==> config.mk <==
export PLATFORM = sky130hd
export DESIGN_NAME = write_buffer_bridge
export DESIGN_NICKNAME = d
export VERILOG_FILES = /design/src/rtl/write_buffer_bridge.sv
export SDC_FILE = /design/constraint.sdc
export NUM_CORES = 1
export LEC_CHECK = 0
export CAP_MARGIN = 15
export CORE_MARGIN = 3
export CORE_UTILIZATION = 45
export CTS_BUF_LIST = sky130_fd_sc_hd__clkbuf_8
export CTS_CLUSTER_DIAMETER = 50
export DETAILED_ROUTE_END_ITERATION = 16
export PLACE_DENSITY = 0.78
export SLEW_MARGIN = 20
export SYNTH_ARGS = -nofsm -noshare
export SYNTH_HDL_FRONTEND = slang
export SYNTH_SLANG_ARGS = --single-unit
==> constraint.sdc <==
create_clock -name clk -period 6.6 [get_ports clk]
set_clock_uncertainty 0.05 [all_clocks]
set_input_delay 0.99 -clock clk [delete_from_list [all_inputs] [get_ports clk]]
set_output_delay 0.99 -clock clk [all_outputs]
set_load 0.05 [all_outputs]
==> src/rtl/write_buffer_bridge.sv <==
// Posted-write buffer between the processor memory port and memory_controller.
// Writes are acknowledged on entry and drained in order; reads are serviced only once the buffer is empty.
module write_buffer_bridge #(
  parameter int DEPTH  = 4,
  parameter int ADDR_W = 32,
  parameter int DATA_W = 32
) (
  input  logic                   clk,
  input  logic                   rst,
  input  logic [ADDR_W-1:0]      cpu_addr,
  input  logic [DATA_W-1:0]      cpu_wdata,
  input  logic                   cpu_write,
  input  logic                   cpu_size,
  input  logic [1:0]             cpu_prot,
  input  logic [1:0]             cpu_trans,
  output logic [DATA_W-1:0]      cpu_rdata,
  output logic                   cpu_data_valid,
  output logic                   cpu_abort,
  output logic [ADDR_W-1:0]      mem_addr,
  output logic [DATA_W-1:0]      mem_wdata,
  output logic                   mem_write,
  output logic                   mem_size,
  output logic [1:0]             mem_prot,
  output logic [1:0]             mem_trans,
  input  logic [DATA_W-1:0]      mem_rdata,
  input  logic                   mem_data_valid,
  input  logic                   mem_abort,
  output logic [$clog2(DEPTH):0] buf_count,
  output logic                   write_err,
  output logic                   idle
);

  localparam int PW = $clog2(DEPTH);
  localparam int CW = PW + 1;
  localparam logic [CW-1:0] FULL = CW'(DEPTH);

  typedef enum logic [1:0] {
    S_IDLE    = 2'd0,
    S_WR_WAIT = 2'd1,
    S_RD_WAIT = 2'd2,
    S_RD_RESP = 2'd3
  } state_t;

  state_t            r_state;
  state_t            w_state_nxt;
  logic [ADDR_W-1:0] r_fifo_addr [DEPTH];
  logic [DATA_W-1:0] r_fifo_data [DEPTH];
  logic              r_fifo_size [DEPTH];
  logic [1:0]        r_fifo_prot [DEPTH];
  logic [PW-1:0]     r_wptr;
  logic [PW-1:0]     r_rptr;
  logic [CW-1:0]     w_count_nxt;
  logic              w_req;
  logic              w_enq;
  logic              w_rd_acc;
  logic              w_pop;
  logic              w_issue;
  logic              w_issue_wr;
  logic              w_rd_done;

  // The response cycle itself never accepts, so a request held across it is taken only once.
  assign w_req    = ((cpu_trans == 2'b10) || (cpu_trans == 2'b11)) && !cpu_data_valid;
  assign w_enq    = w_req && cpu_write && (buf_count < FULL);
  assign w_rd_acc = w_req && !cpu_write && (buf_count == {CW{1'b0}}) && (r_state == S_IDLE);

  // Next-state logic: drains take priority over reads.
  always_comb begin
    w_state_nxt = r_state;
    w_issue     = 1'b0;
    w_issue_wr  = 1'b0;
    w_rd_done   = 1'b0;
    w_pop       = 1'b0;
    case (r_state)
      S_IDLE: begin
        if (buf_count != {CW{1'b0}}) begin
          w_issue     = 1'b1;
          w_issue_wr  = 1'b1;
          w_state_nxt = S_WR_WAIT;
        end else if (w_rd_acc) begin
          w_issue     = 1'b1;
          w_state_nxt = S_RD_WAIT;
        end else begin
          w_state_nxt = S_IDLE;
        end
      end
      S_WR_WAIT: begin
        if (mem_data_valid) begin
          w_pop       = 1'b1;
          w_state_nxt = S_IDLE;
        end else begin
          w_state_nxt = S_WR_WAIT;
        end
      end
      S_RD_WAIT: begin
        if (mem_data_valid) begin
          w_rd_done   = 1'b1;
          w_state_nxt = S_RD_RESP;
        end else begin
          w_state_nxt = S_RD_WAIT;
        end
      end
      S_RD_RESP: w_state_nxt = S_IDLE;
      default:   w_state_nxt = S_IDLE;
    endcase
  end

  // Occupancy after this cycle's enqueue and pop.
  always_comb begin
    w_count_nxt = buf_count;
    case ({w_enq, w_pop})
      2'b10:   w_count_nxt = buf_count + CW'(1);
      2'b01:   w_count_nxt = buf_count - CW'(1);
      default: w_count_nxt = buf_count;
    endcase
  end

  // FSM state register.
  always_ff @(posedge clk or negedge rst) begin
    if (!rst) begin
      r_state <= S_IDLE;
    end else begin
      r_state <= w_state_nxt;
    end
  end

  // Entry storage; emptiness is tracked by the pointers, so the array needs no reset.
  always_ff @(posedge clk) begin
    if (w_enq) begin
      r_fifo_addr[r_wptr] <= cpu_addr;
      r_fifo_data[r_wptr] <= cpu_wdata;
      r_fifo_size[r_wptr] <= cpu_size;
      r_fifo_prot[r_wptr] <= cpu_prot;
    end
  end

  // Pointers, occupancy, sticky error and idle flag.
  always_ff @(posedge clk or negedge rst) begin
    if (!rst) begin
      r_wptr    <= {PW{1'b0}};
      r_rptr    <= {PW{1'b0}};
      buf_count <= {CW{1'b0}};
      write_err <= 1'b0;
      idle      <= 1'b1;
    end else begin
      if (w_enq) begin
        r_wptr <= r_wptr + PW'(1);
      end
      if (w_pop) begin
        r_rptr <= r_rptr + PW'(1);
      end
      buf_count <= w_count_nxt;
      write_err <= write_err | (w_pop & mem_abort);
      idle      <= (w_count_nxt == {CW{1'b0}}) && (w_state_nxt == S_IDLE);
    end
  end

  // Processor-side response: posted-write ack or read completion.
  always_ff @(posedge clk or negedge rst) begin
    if (!rst) begin
      cpu_rdata      <= {DATA_W{1'b0}};
      cpu_data_valid <= 1'b0;
      cpu_abort      <= 1'b0;
    end else begin
      cpu_data_valid <= w_enq | w_rd_done;
      cpu_abort      <= w_rd_done & mem_abort;
      if (w_rd_done) begin
        cpu_rdata <= mem_rdata;
      end
    end
  end

  // Memory-side request; fields other than mem_trans hold between issues.
  always_ff @(posedge clk or negedge rst) begin
    if (!rst) begin
      mem_addr  <= {ADDR_W{1'b0}};
      mem_wdata <= {DATA_W{1'b0}};
      mem_write <= 1'b0;
      mem_size  <= 1'b0;
      mem_prot  <= 2'b00;
      mem_trans <= 2'b00;
    end else begin
      mem_trans <= w_issue ? 2'b10 : 2'b00;
      if (w_issue && w_issue_wr) begin
        mem_addr  <= r_fifo_addr[r_rptr];
        mem_wdata <= r_fifo_data[r_rptr];
        mem_write <= 1'b1;
        mem_size  <= r_fifo_size[r_rptr];
        mem_prot  <= r_fifo_prot[r_rptr];
      end else if (w_issue) begin
        mem_addr  <= cpu_addr;
        mem_wdata <= cpu_wdata;
        mem_write <= 1'b0;
        mem_size  <= cpu_size;
        mem_prot  <= cpu_prot;
      end
    end
  end

endmodule

== Word level (Yosys, flattened, before mapping) ==
Memory sizes are Yosys's and may differ from the RTL's.
Index checks and enable logic that the tools add are counted.
W data, S select, Z words.
Word-level totals
  register bits: 115
  bits in writable memories: 268
  bits of input ports: 106
  output and inout port bits: 109
  logic and storage cells: 79
  memories kept: 4
Memory list
  r_fifo_addr: depth 4, bits a word 32, read ports 1, clocked after memory_dff 0, write ports 1, line 46  | logic [ADDR_W-1:0] r_fifo_addr [DEPTH];
  r_fifo_data: depth 4, bits a word 32, read ports 1, clocked after memory_dff 0, write ports 1, line 47  | logic [DATA_W-1:0] r_fifo_data [DEPTH];
  r_fifo_prot: depth 4, bits a word 2, read ports 1, clocked after memory_dff 0, write ports 1, line 49  | logic [1:0] r_fifo_prot [DEPTH];
  r_fifo_size: depth 4, bits a word 1, read ports 1, clocked after memory_dff 0, write ports 1, line 48  | logic r_fifo_size [DEPTH];
Operators by class
  $add $sub $neg: 4
  $lt $le $gt $ge: 1
  equal/unequal tests: 7
  muxes and demuxes: 27
  bitwise gates (word level): 4
  reduce and logical (&&, ||, !) cells: 17
Operators with widths (number)
  $mux W32: 4
  $mux W1: 16
  $eq A2 B2 Y1 const B: 5
  $mux W2: 5
  $logic_and A1 B1 Y1: 8
  $pmux W2 S4: 1
  $logic_not A3 Y1: 2
  $pmux W3 S2: 1
  $add A2 B1 Y2 const B: 2
  $eq A2 B1 Y1 const B: 2
  $logic_not A2 Y1: 2
  $add A3 B1 Y3 const B: 1
  $lt A3 B3 Y1 const B: 1
  $reduce_bool A3 Y1: 1
  $sub A3 B1 Y3 const B: 1
  $and A1 B1 Y1: 2
  $logic_not A1 Y1: 2
  $or A1 B1 Y1: 2
  $reduce_bool A2 Y1: 1
  $logic_or A1 B1 Y1: 1

== Depth between registers and ports, before layout ==
  word-level depth: 11
  depth in mapped cells: 9
  mapped depth without buffers: 8

== Worst setup path before layout ==
No wires, ideal clock.
  path type: in2reg
  start point: in cpu_write
  end point: mem r_fifo_addr[0][0] (enable)
  library setup time: 0.432 ns
  arrival: 3.085 ns
  required time: 6.118 ns
  slack: 3.033 ns
  cell stages on the path: 3
  path buffers: 1
  cell sequence: nor4bb_1 -> clkbuf_1 -> and2_1
On the way
  longest elaborated chain between the ends: 4
RTL lines
  start: declaration: line 12  | input logic cpu_write,
  $logic_and A1 B1 Y1 (2 in series): line 63  | assign w_enq = w_req && cpu_write && (buf_count < FULL);
  $mux W1: line 128  | if (w_enq) begin
  $mux W1 (not written as such): line 129  | r_fifo_addr[r_wptr] <= cpu_addr;
  end: declaration: line 46
No other way between the ends.

== Worst setup path after layout ==
  start point: in cpu_write
  end point: mem r_fifo_addr[2][22] (enable)
The elaborated chain is that of the path after synthesis.

==> results.cfg <==
[drt]
dr.max_layer_used = met4
wire_per_inst_um = 21.8
met2_length_mm = 17.3
vias = 8874
drc = 0
drt_pre_antenna_iters = 5
wirelength_mm = 34.4
route.met3.wl_mm = 2.06
wl_met1_mm = 14.3
vias_per_cell = 5.62
drt_first_iter_violations = 622
drtAntennaViolNets = 0

[synthesis]
yosysWarnings = 0
netlist_instances = 880
avgSynthCellArea_um2 = 17.2
syn-num-nets = 992
syn-cell-area_mm2 = 0.0152
yosysSeqAreaShare = 0.718
ys_ff_latch = 382
synth_cell_type_count = 41

[cts]
cts_tree = built
cts_resized = 0
cts_buffers = 60
cts_buffer_depth = 3
clk-insertion-delay-late_ns = 0.57
htree_levels = 2
clkSinkCount = 382
cts_hold_buf = 0
postCtsSetupRepairBufs = 0
clk_pin_slew_ns = 0.06
cts-root-buf = clkbuf_8

[sta]
final_max_slew_viol_count = 0
final-setup-viol-count = 0
relSlewSlack = 0.296
setup-tns-final_ns = 0
worstMarginPinSlew_ns = 1.06
rsz0062_at_grt = false
hold_viol = 0
finalCriticalPeriod_ns = 3.32
final.period_utilization = 0.504
fmax_mhz = 301
worst_slack_ns = 3.28

[cells_and_area]
drive_above_1_share = 0.186
diodes = 0
ff_latch_area_mm2 = 0.0109
multi_input_area_mm2 = 0.00388
fillers = 2575
area_growth_pct = 24.2
finalNetCount = 1199

[place]
place_congestion = 0.727
dpl.hpwl_mm = 18.4
portBuffers = 212
dp_slack_ns = 2.27

[critical_path]
crit_chain = buf_2 > buf_4 > nor4bb_2 > and2_4
crit_required_ns = 6.73
crit_path_start_kind = input pin
arrival_ns = 3.46
crit_family = simple AND/OR/NAND/NOR gates
slowest_delay_ns = 0.98
cp_slowest_cell = and2_4
end_kind = flop
r2r_slack_ns = 3.77
worst-setup-path-type = in -> reg
cp_max_fo = 69
crit_buf_inv = 2

[floorplanning]
die_h_um = 190
fp.dieArea_mm2 = 0.0360
start_util = 0.462
io_pins = 215
std_cell_rows = 66
core_mm2 = 0.0329
die-width_um = 190

[pwr]
p_leak_nw = 6.46
ir_drop_mv = 0.232
powerDensity_mw_per_mm2 = 465

[global_routing]
grt_pass1_wl_mm = 54.1
groute.usage.overall = 0.193
grt.overflow.total = 0
grt_pass1_vias = 9479
grt_max_degree = 71
antenna_found_initial = 0

[run]
max-cap-violations = 0

[hold_path]
hp-class = in -> async

[run_status]
outcome = completed
worst paths after layout:
check	from	to	cells past startpoint
hold reg to reg	write_err	write_err	1
min in group clk	write_err	write_err	1
setup reg to reg	buf_count[0]	mem_trans[1]	4
hold / removal	rst	cpu_rdata[11]	1
setup / recovery	cpu_write	r_fifo_addr[2][22]	4
max in group asynchronous	rst	r_rptr[1]	2
report_power, final:
group | internal, mW | switching, mW
Sequential | 3.03 | 0.347
Combinational | 1.27 | 2.07
Clock | 1.15 | 0.893
metrics by stage:
step | std cells | area, um2 | hold WS (ns) | total power, mW | util
2_1_floorplan | 880 | 15200 | 0.530 | 5.69 | -
3_3_place_gp | 1465 | 17500 | 0.391 | 6.73 | 0.534
3_5_place_dp | 1465 | 17500 | 0.404 | 6.79 | 0.534
4_1_cts | 1577 | 18800 | 0.290 | 8.85 | 0.572
5_1_grt | 1579 | 18800 | 0.314 | 9.19 | 0.574
6_report | 1579 | 18800 | 0.304 | 8.76 | 0.574
layout make-up:
| cell class | instances | area share |
|---|---|---|
| Tap cell | 442 | 0.0293 |
| Inverter | 9 | 0.00179 |
| Clock buffer | 69 | 0.0504 |
| Timing Repair Buffer | 221 | 0.117 |
| Clock inverter | 43 | 0.0167 |
| Sequential cell | 382 | 0.579 |
| Multi-Input combinational cell | 413 | 0.206 |
metal layers:
metal / GRT usage / up-vias
met5: 0 / -
met3: 0.0398 / 49
met1: 0.256 / 4606
met4: 0.0520 / 0
li1: - / 3910
met2: 0.327 / 309
cells in the mapped netlist, drive strengths merged:
| cell | instances | area, um2 |
|---|---|---|
| a31oi | 67 | 419 |
| buf | 48 | 299 |
| dfrtp | 113 | 2830 |
| xnor2 | 3 | 26.3 |
| nand2b | 1 | 6.26 |
| or2 | 2 | 12.5 |
| a21oi | 1 | 5.00 |
| and2 | 4 | 25.0 |
| conb | 1 | 3.75 |
| mux2 | 32 | 360 |
| nor2b | 1 | 6.26 |
| nor2 | 3 | 11.3 |
| a21o | 1 | 7.51 |
| o22ai | 2 | 18.8 |
| nand3b | 68 | 510 |
| a221oi | 1 | 8.76 |
| mux4 | 67 | 1510 |
| mux2i | 1 | 10.0 |
| or4 | 1 | 7.51 |
| and3b | 2 | 17.5 |
| nor3b | 1 | 7.51 |
| fa | 1 | 20.0 |
| xor2 | 2 | 17.5 |
| nor4b | 2 | 32.5 |
| or4b | 1 | 10.0 |
| clkbuf | 28 | 105 |
| nor3 | 68 | 345 |
| nand2 | 3 | 11.3 |
| edfxtp | 268 | 8050 |
| dfstp | 1 | 26.3 |
| inv | 9 | 33.8 |
| o21ai | 71 | 355 |
| ha | 5 | 62.6 |
| nor4bb | 1 | 10.0 |
placed cells by master, fill, tap and decap left out, types with 2 or more instances in the layout:
cell             count
a31oi_1             67
and2_4               4
and3b_1              2
buf_12               2
buf_4                7
bufinv_16            5
clkbuf_8            69
clkdlybuf4s50_1    210
clkinv_1            12
clkinv_2             9
clkinvlp_4           3
dfrtp_1            111
dfrtp_4              2
edfxtp_1           268
ha_1                 5
inv_1               23
mux2_2              32
mux4_2              67
nand2_1              3
nand3b_1            68
nor2_1               3
nor3_1              67
o21ai_0              4
o21ai_1             67
xnor2_1              3
xor2_1               2
registers in the layout (all words and copies together), names as in the netlist, 2 cells and up:
signal,count
r_fifo_addr,128
r_fifo_data,128
cpu_rdata,32
mem_addr,32
mem_wdata,32
r_fifo_prot,8
r_fifo_size,4
buf_count,3
mem_prot,2
r_rptr,2
r_state,2
r_wptr,2
logic make-up (layout without fill, tap and decap cells):
| group | Yosys count | count (layout) | synth area share |
|---|---|---|---|
| AO/OA/AOI/OAI | 143 | 143 | 0.0537 |
| XOR/XNOR | 5 | 5 | 0.00289 |
| adder cells (fa/ha/maj) | 6 | 6 | 0.00544 |
| buffers and inverters | 85 | 342 | 0.0289 |
| flip-flops | 382 | 382 | 0.718 |
| multiplexers | 100 | 100 | 0.124 |
| other | 1 | 1 | 0.000247 |
| AND/OR/NAND/NOR | 158 | 158 | 0.0668 |
Power figures use the tool's default switching activity.
